[config.mk]
export PLATFORM = sky130hd
export DESIGN_NAME = clk_div_multi
export DESIGN_NICKNAME = d
export VERILOG_FILES = /design/src/rtl/clk_div_multi.sv
export SDC_FILE = /design/constraint.sdc
export NUM_CORES = 1
export LEC_CHECK = 0
export CORE_MARGIN = 4
export CORE_UTILIZATION = 28
export CTS_BUF_LIST = sky130_fd_sc_hd__clkbuf_8
export CTS_CLUSTER_SIZE = 24
export DETAILED_ROUTE_END_ITERATION = 7
export SETUP_SLACK_MARGIN = 0.02
export SLEW_MARGIN = 40
export SYNTH_ARGS = -nofsm -noshare
export SYNTH_HDL_FRONTEND = slang
export SYNTH_SLANG_ARGS = --single-unit
[constraint.sdc]
create_clock -name clk -period 4.57 [get_ports clk]
set_clock_uncertainty 0.2 [all_clocks]
set_input_delay 0.6855 -clock clk [delete_from_list [all_inputs] [get_ports clk]]
set_output_delay 0.6855 -clock clk [all_outputs]
set_load 0.01 [all_outputs]
[src/rtl/clk_div_multi.sv]
`default_nettype none
// ============================================================================
// Module  : clk_div_multi
// Brief   : N_CH independent programmable dividers with toggle and tick
//           outputs, glitch-free divisor staging and a global phase sync.
// Revision: 1.0 - initial release
// ============================================================================
module clk_div_multi #(
    parameter int               N_CH        = 4,
    parameter int               CNT_W       = 32,
    parameter logic [CNT_W-1:0] DEFAULT_DIV = CNT_W'(10_000_000),
    parameter int               CH_W        = (N_CH > 1) ? $clog2(N_CH) : 1
) (
    input  logic             clk,
    input  logic             rst,
    input  logic [N_CH-1:0]  en,
    input  logic             sync,
    input  logic             cfg_wr,
    input  logic [CH_W-1:0]  cfg_ch,
    input  logic [CNT_W-1:0] cfg_div,
    output logic [N_CH-1:0]  clk_div,
    output logic [N_CH-1:0]  tick,
    output logic [N_CH-1:0]  pend
);

    localparam logic [CNT_W-1:0] c_one  = CNT_W'(1);
    localparam logic [CNT_W-1:0] c_zero = '0;

    // A zero divisor is promoted to 1 so div-1 can never wrap.
    logic [CNT_W-1:0] w_wdiv;
    assign w_wdiv = (cfg_div == c_zero) ? c_one : cfg_div;

    for (genvar i = 0; i < N_CH; i++) begin : g_ch
        localparam logic [CH_W-1:0] c_idx = CH_W'(i);

        logic [CNT_W-1:0] r_cnt;
        logic [CNT_W-1:0] r_div;
        logic [CNT_W-1:0] r_nxt;
        logic             r_pend;
        logic             r_clk;
        logic             r_tick;
        logic             w_tc;
        logic             w_wr_hit;
        logic             w_apply;

        assign w_tc     = en[i] && (r_cnt == (r_div - c_one));
        assign w_wr_hit = cfg_wr && (cfg_ch == c_idx);
        // Phase boundaries where a new divisor may take effect without a runt pulse.
        assign w_apply  = sync || w_tc;

        always_ff @(posedge clk) begin
            if (rst) begin
                r_cnt  <= c_zero;
                r_div  <= DEFAULT_DIV;
                r_nxt  <= DEFAULT_DIV;
                r_pend <= 1'b0;
                r_clk  <= 1'b0;
                r_tick <= 1'b0;
            end else begin
                if (w_apply) begin
                    if (w_wr_hit) begin
                        r_div  <= w_wdiv;
                        r_pend <= 1'b0;
                    end else if (r_pend) begin
                        r_div  <= r_nxt;
                        r_pend <= 1'b0;
                    end
                end else if (w_wr_hit) begin
                    r_nxt  <= w_wdiv;
                    r_pend <= 1'b1;
                end else if (!en[i] && r_pend) begin
                    r_div  <= r_nxt;
                    r_pend <= 1'b0;
                end

                if (sync || !en[i]) begin
                    r_cnt  <= c_zero;
                    r_clk  <= 1'b0;
                    r_tick <= 1'b0;
                end else if (w_tc) begin
                    r_cnt  <= c_zero;
                    r_clk  <= ~r_clk;
                    r_tick <= 1'b1;
                end else begin
                    r_cnt  <= r_cnt + c_one;
                    r_tick <= 1'b0;
                end
            end
        end

        assign clk_div[i] = r_clk;
        assign tick[i]    = r_tick;
        assign pend[i]    = r_pend;
    end

endmodule
`default_nettype wire

==> results_dict.tcl, run 1 <==
set metrics [dict create \
    setup_violations 0 \
    clk_path_buf_depth 3 \
    synth_top_area_frac 0.358 \
    swShare 0.278 \
    initial_core_util 0.284 \
    drv_cap 0 \
    cp_num_cells 12 \
    n_fill_cell 8303 \
    seq_area_frac_synth 0.358 \
    cp.arrival_ns 4.58 \
    crit_buf_inv 2 \
    fin_setup_tns_ns 0 \
    ys_types 93 \
    cts_tree "built" \
    cp_slowest_cell "or4b_2" \
    worstPathMaxFanout 17 \
    hold_buffers 0 \
    cts-buffers-inserted 71 \
    die_height_um 289 \
    grt_pass1_vias 18200 \
    placedCellCount 3633 \
    area_growth_pct 13.2 \
    finalCritPeriodShare 0.936 \
    synth_area_per_cell_sq_um 8.16 \
    nets 2716 \
    grt_pass1_wl_um 104000 \
    grt_max_degree 71 \
    final_cells 3759 \
    ys_seq_elements 396 \
    cts.repair.resized 0 \
    syn_nets 2760 \
    cts_root_buffer "clkbuf_8" \
    hold_path_depth 2 \
    fin_crit_ns 4.28 \
    h-tree-depth 3 \
    num_rows 102 \
    rsz0062_at_grt "no" \
    coreArea_sq_um 77800 \
    synthTopCellsByCount "dfxtp_1, nand3_1, nor2_1" \
    p_int_mw 5.77 \
    hold-worst-slack_ns 0.251 \
    p_switching_mw 2.22 \
    clock-sinks 396 \
    maxSlewViolCount 0 \
    vias_per_cell 5.27 \
    path_cells "inv_1 -> ha_1 -> or4b_2 -> nor3_1 -> mux2i_1 -> o21ai_0 -> nand4_1 -> nor4_4 -> a211o_1 -> and2_1 -> buf_4 -> a311oi_1" \
    fin_area_sq_um 25000 \
    wl_um 66500 \
    cts_setup_buffers 0 \
    worstHoldPathType "primary input to register" \
    placed_area_sq_um 23600 \
    slew_headroom 0.431 \
    ys.flop_type "dfxtp_1" \
    synth_area_leaders "dfxtp_1, nand3_1, xor2_1, xnor2_1, o21ai_0" \
    endpoint_kind "register" \
    grtUsageTotal 0.154 \
    hpwlAfterDp_um 44900 \
    drt-initial-drc-count 1604 \
    power_frac_clock 0.437 \
    yosysMostFrequentCell "dfxtp_1" \
    power_density_nw_per_um2 319 \
    vdd_drop_max_mv 0.238 \
    io_pins 54 \
    yosys_warnings 0 \
    timing.fmax_mhz 234 \
    antenna_found_initial 1 \
    clk_pin_slew_ns 0.06 \
    cp.required_ns 4.87 \
    synth-edff-count 0 \
    critPathTopFamily "simple AND/OR/NAND/NOR gates" \
    grt_overflow 0 \
    finalHoldViolations 0 \
    die_x_um 289 \
    synth_area_sq_um 22100 \
    p_leak_nw 8.02 \
    critPathLaunchType "register" \
    crit_type "register to register" \
    gp_congestion 0.884 \
    reg2reg_depth 12 \
    clk_latency_ns 0.66 \
    drtPass1Iterations 5 \
    vias 19800 \
    synthArstFlopShare 0 \
    seqPwrFrac 0.456 \
    worst_slew_pin_slew_ns 0.852 \
    netlist_instances 2710 \
    drt.antenna.violating_nets 0 \
    drive_gt1_frac 0.103 \
    status "completed" \
    drc 0 \
    pwr-share-comb 0.107 \
    wire_per_inst_um 17.7 \
    numPortBuffers 53 \
    dieArea_sq_um 83600 \
    crit_path_max_incr_delay_ns 0.80 \
    yosysTopAreaCell "dfxtp_1" \
]
## layout make-up
class	instances	area [sq um]	share of cell area
inverter	46	173	0.00690
clock buffer	89	1220	0.0489
tap	1040	1300	0.0520
multi-input combinational	2010	12900	0.515
clock inverter	35	245	0.00979
timing repair buffer	141	1250	0.0501
antenna	2	5.00	0.000200
sequential	396	7930	0.317
## metrics by stage
step	utilization	power (mW)	setup WS, ns
after floorplan	-	4.26	0.912
after global placement	0.303	4.55	0.359
after detailed placement	0.303	4.55	0.370
after CTS	0.321	8.07	0.339
after global routing	0.322	8.30	0.0679
final	0.322	7.98	0.292
## state kept, by name (all words and copies together) (netlist names)
register and flops:
g_ch.r_clk 4, g_ch.r_cnt 128, g_ch.r_div 128, g_ch.r_nxt 128, g_ch.r_pend 4, g_ch.r_tick 4
## final timing paths
kind,start,to,slack (ns)
worst max-delay path,g_ch[3].r_div[1],g_ch[3].r_div[17],0.29
worst min-delay path,rst,g_ch[3].r_nxt[13],0.25
worst max register to register,g_ch[3].r_div[1],g_ch[3].r_div[17],0.29
worst min register to register,g_ch[1].r_nxt[30],g_ch[1].r_nxt[30],0.27
## logic make-up after synthesis
| group | count (synthesis) | share of synthesized area |
|---|---|---|
| flops | 396 | 0.358 |
| compound gates | 661 | 0.192 |
| xor+xnor | 285 | 0.113 |
| mux | 72 | 0.0327 |
| buf+inv | 304 | 0.0623 |
| simple gates | 984 | 0.238 |
| fa+ha+maj | 8 | 0.00453 |
## power by group through the flow
stage | clock network (mW) | registers (mW) | logic (mW)
floorplan | 0 | 3.66 | 0.596
global placement | 0 | 3.71 | 0.836
detailed placement | 0 | 3.71 | 0.840
CTS | 3.59 | 3.64 | 0.842
global route | 3.73 | 3.65 | 0.919
finish | 3.49 | 3.64 | 0.851
## placed cells by master (no fill, tap or decap), drive strengths merged, types with 52 or more instances in the layout
cell type,count
dfxtp,396
nor2,241
mux2i,69
clkbuf,89
inv,72
nor4,58
nand4,52
xnor2,137
clkdlybuf4s50,52
nor3,63
o21ai,228
a21oi,200
buf,89
a311oi,52
nand2,95
nand3,263
xor2,148
## per-layer routing
metal / wire length [um] / part of all wire / track usage / up-vias
li1: - / - / - / 9748
met1: 30600 / 0.46 / 0.213 / 9398
met2: 30600 / 0.46 / 0.248 / 567
met3: 3700 / 0.056 / 0.0229 / 105
met4: 1620 / 0.024 / 0.0476 / 0
met5: 0 / 0 / 0 / -
## worst reg2reg max path, stage by stage (launching register included)
cell      delay, ns
dfxtp_1        0.35
inv_1          0.07
ha_1           0.34
or4b_2         0.80
nor3_1         0.32
mux2i_1        0.11
o21ai_0        0.30
nand4_1        0.21
nor4_4         0.42
a211o_1        0.43
and2_1         0.21
buf_4          0.24
a311oi_1       0.12
Note: power is estimated with default switching activity, not from simulation.
==> run 2: changes to the inputs <==
- CTS_CLUSTER_DIAMETER: unset -> 50
- SLEW_MARGIN: 40 -> 20
==> run 2 against run 1 <==
Net effect: clock power shrank 16%; global-route usage shrank 0.16 points; routed wire length shrank 0.97%; critical path depth is the same; sequential power is essentially flat; sequential cell count is the same; setup slack gained 0.035 ns; non-clock buffer count is the same; maximum frequency grew 0.84%; clock-buffer cell count shrank 41; sequential share of layout area grew 0.47 points; core utilization shrank 0.47 points; critical endpoint is now g_ch[3].r_div[24].
==> results_dict.tcl, run 2 (synthesis gave the netlist of run 1 again) <==
set metrics [dict create \
    hpwlAfterDp_um 44900 \
    wire_per_inst_um 17.7 \
    grt_max_degree 71 \
    worstPathMaxFanout 17 \
    r2r_start "g_ch[3].r_div[1]" \
    h-tree-depth 2 \
    cp.required_ns 4.88 \
    drt.antenna.violating_nets 0 \
    drv_cap 0 \
    grt_pass1_vias 18000 \
    antenna_found_initial 2 \
    top_regs "g_ch.r_cnt (128), g_ch.r_div (128), g_ch.r_nxt (128)" \
    placedCellCount 3633 \
    clk_pin_slew_ns 0.10 \
    status "completed" \
    min_from "rst" \
    drtPass1Iterations 5 \
    drc 0 \
    vdd_drop_max_mv 0.261 \
    vias_per_cell 5.26 \
    p_leak_nw 7.74 \
    coreArea_sq_um 77800 \
    gp_congestion 0.884 \
    die_x_um 289 \
    maxSlewViolCount 0 \
    dieArea_sq_um 83600 \
    clock-sinks 396 \
    power_density_nw_per_um2 301 \
    grtUsageTotal 0.152 \
    worstHoldPathType "primary input to register" \
    grt_pass1_wl_um 104000 \
    area_growth_pct 11.5 \
    clk_path_buf_depth 3 \
    finalCritPeriodShare 0.928 \
    rsz0062_at_grt "no" \
    cts_setup_buffers 0 \
    crit_type "register to register" \
    cts-buffers-inserted 45 \
    io_pins 54 \
    fin_crit_ns 4.24 \
    final_common_cell "dfxtp_1" \
    numPortBuffers 53 \
    cts_root_buffer "clkbuf_8" \
    endpoint_kind "register" \
    worst_slew_pin_slew_ns 0.966 \
    die_height_um 289 \
    setup_violations 0 \
    drt-initial-drc-count 1648 \
    cts_tree "built" \
    cp.arrival_ns 4.56 \
    nets 2690 \
    fin_setup_tns_ns 0 \
    cp-startpoint "g_ch[3].r_div[1]" \
    layout_common_cells "dfxtp_1, nand3_1, nor2_1" \
    finalHoldViolations 0 \
    critPathLaunchType "register" \
    wl_um 65800 \
    num_rows 102 \
    clk_latency_ns 0.67 \
    timing.fmax_mhz 236 \
    initial_core_util 0.284 \
    drive_gt1_frac 0.0968 \
    grt_overflow 0 \
    final_cells 3718 \
    slew_headroom 0.356 \
    power.total_mw 7.42 \
    vias 19600 \
]
run 2: layout make-up:
class | count | area [sq um]
antenna | 1 | 2.50
clock buffer | 48 | 661
clock inverter | 36 | 454
fill | 8303 | 53200
inverter | 46 | 173
multi-input combinational | 2010 | 12900
sequential | 396 | 7930
tap | 1040 | 1300
timing repair buffer | 141 | 1250
run 2: path summary, 6_finish.rpt:
check / end / slack (ns) / depth (start not counted)
max: g_ch[3].r_div[24] / 0.33 / 12
min reg2reg: g_ch[1].r_nxt[30] / 0.27 / 2
max reg2reg: g_ch[3].r_div[24] / 0.33 / 12
min: g_ch[3].r_nxt[13] / 0.25 / 2
run 2: worst max-delay path, cell delays in order (launching register included):
cell	delay (ns)
dfxtp_1	0.36
inv_1	0.07
ha_1	0.34
or4b_2	0.80
nor3_1	0.32
mux2i_1	0.11
o21ai_0	0.29
nand4_1	0.21
nor4_4	0.42
a211o_1	0.43
and2_1	0.20
buf_4	0.24
a311oi_1	0.12
run 2: timing repair:
| item | 4_1_cts | 5_1_grt |
|---|---|---|
| endpoints found under the setup margin | 0 | 10 |
| resized for setup | 0 | 1 |
| hold buffers | 0 | 0 |
run 2: power by group:
part           total [mW]  switching, mW  internal, mW
logic               0.847          0.544         0.303
registers            3.63          0.107          3.53
clock network        2.94           1.61          1.33
run 2: per-layer routing:
metal | vias up | GRT usage | part of all wire
met2 | 506 | 0.244 | 0.45
met5 | - | 0 | 0
met1 | 9269 | 0.214 | 0.46
li1 | 9670 | - | -
met4 | 0 | 0.0454 | 0.031
met3 | 112 | 0.0218 | 0.054
run 2: per-stage QoR:
| stage | setup WS [ns] | instance area, sq um | hold WS, ns | util |
|---|---|---|---|---|
| global placement | 0.359 | 23600 | 0.257 | 0.303 |
| global route | 0.0516 | 24700 | 0.199 | 0.317 |
| floorplan | 0.912 | 22100 | 0.241 | - |
| finish | 0.327 | 24700 | 0.246 | 0.317 |
| detailed placement | 0.272 | 23600 | 0.255 | 0.303 |
| CTS | 0.271 | 24700 | 0.188 | 0.317 |
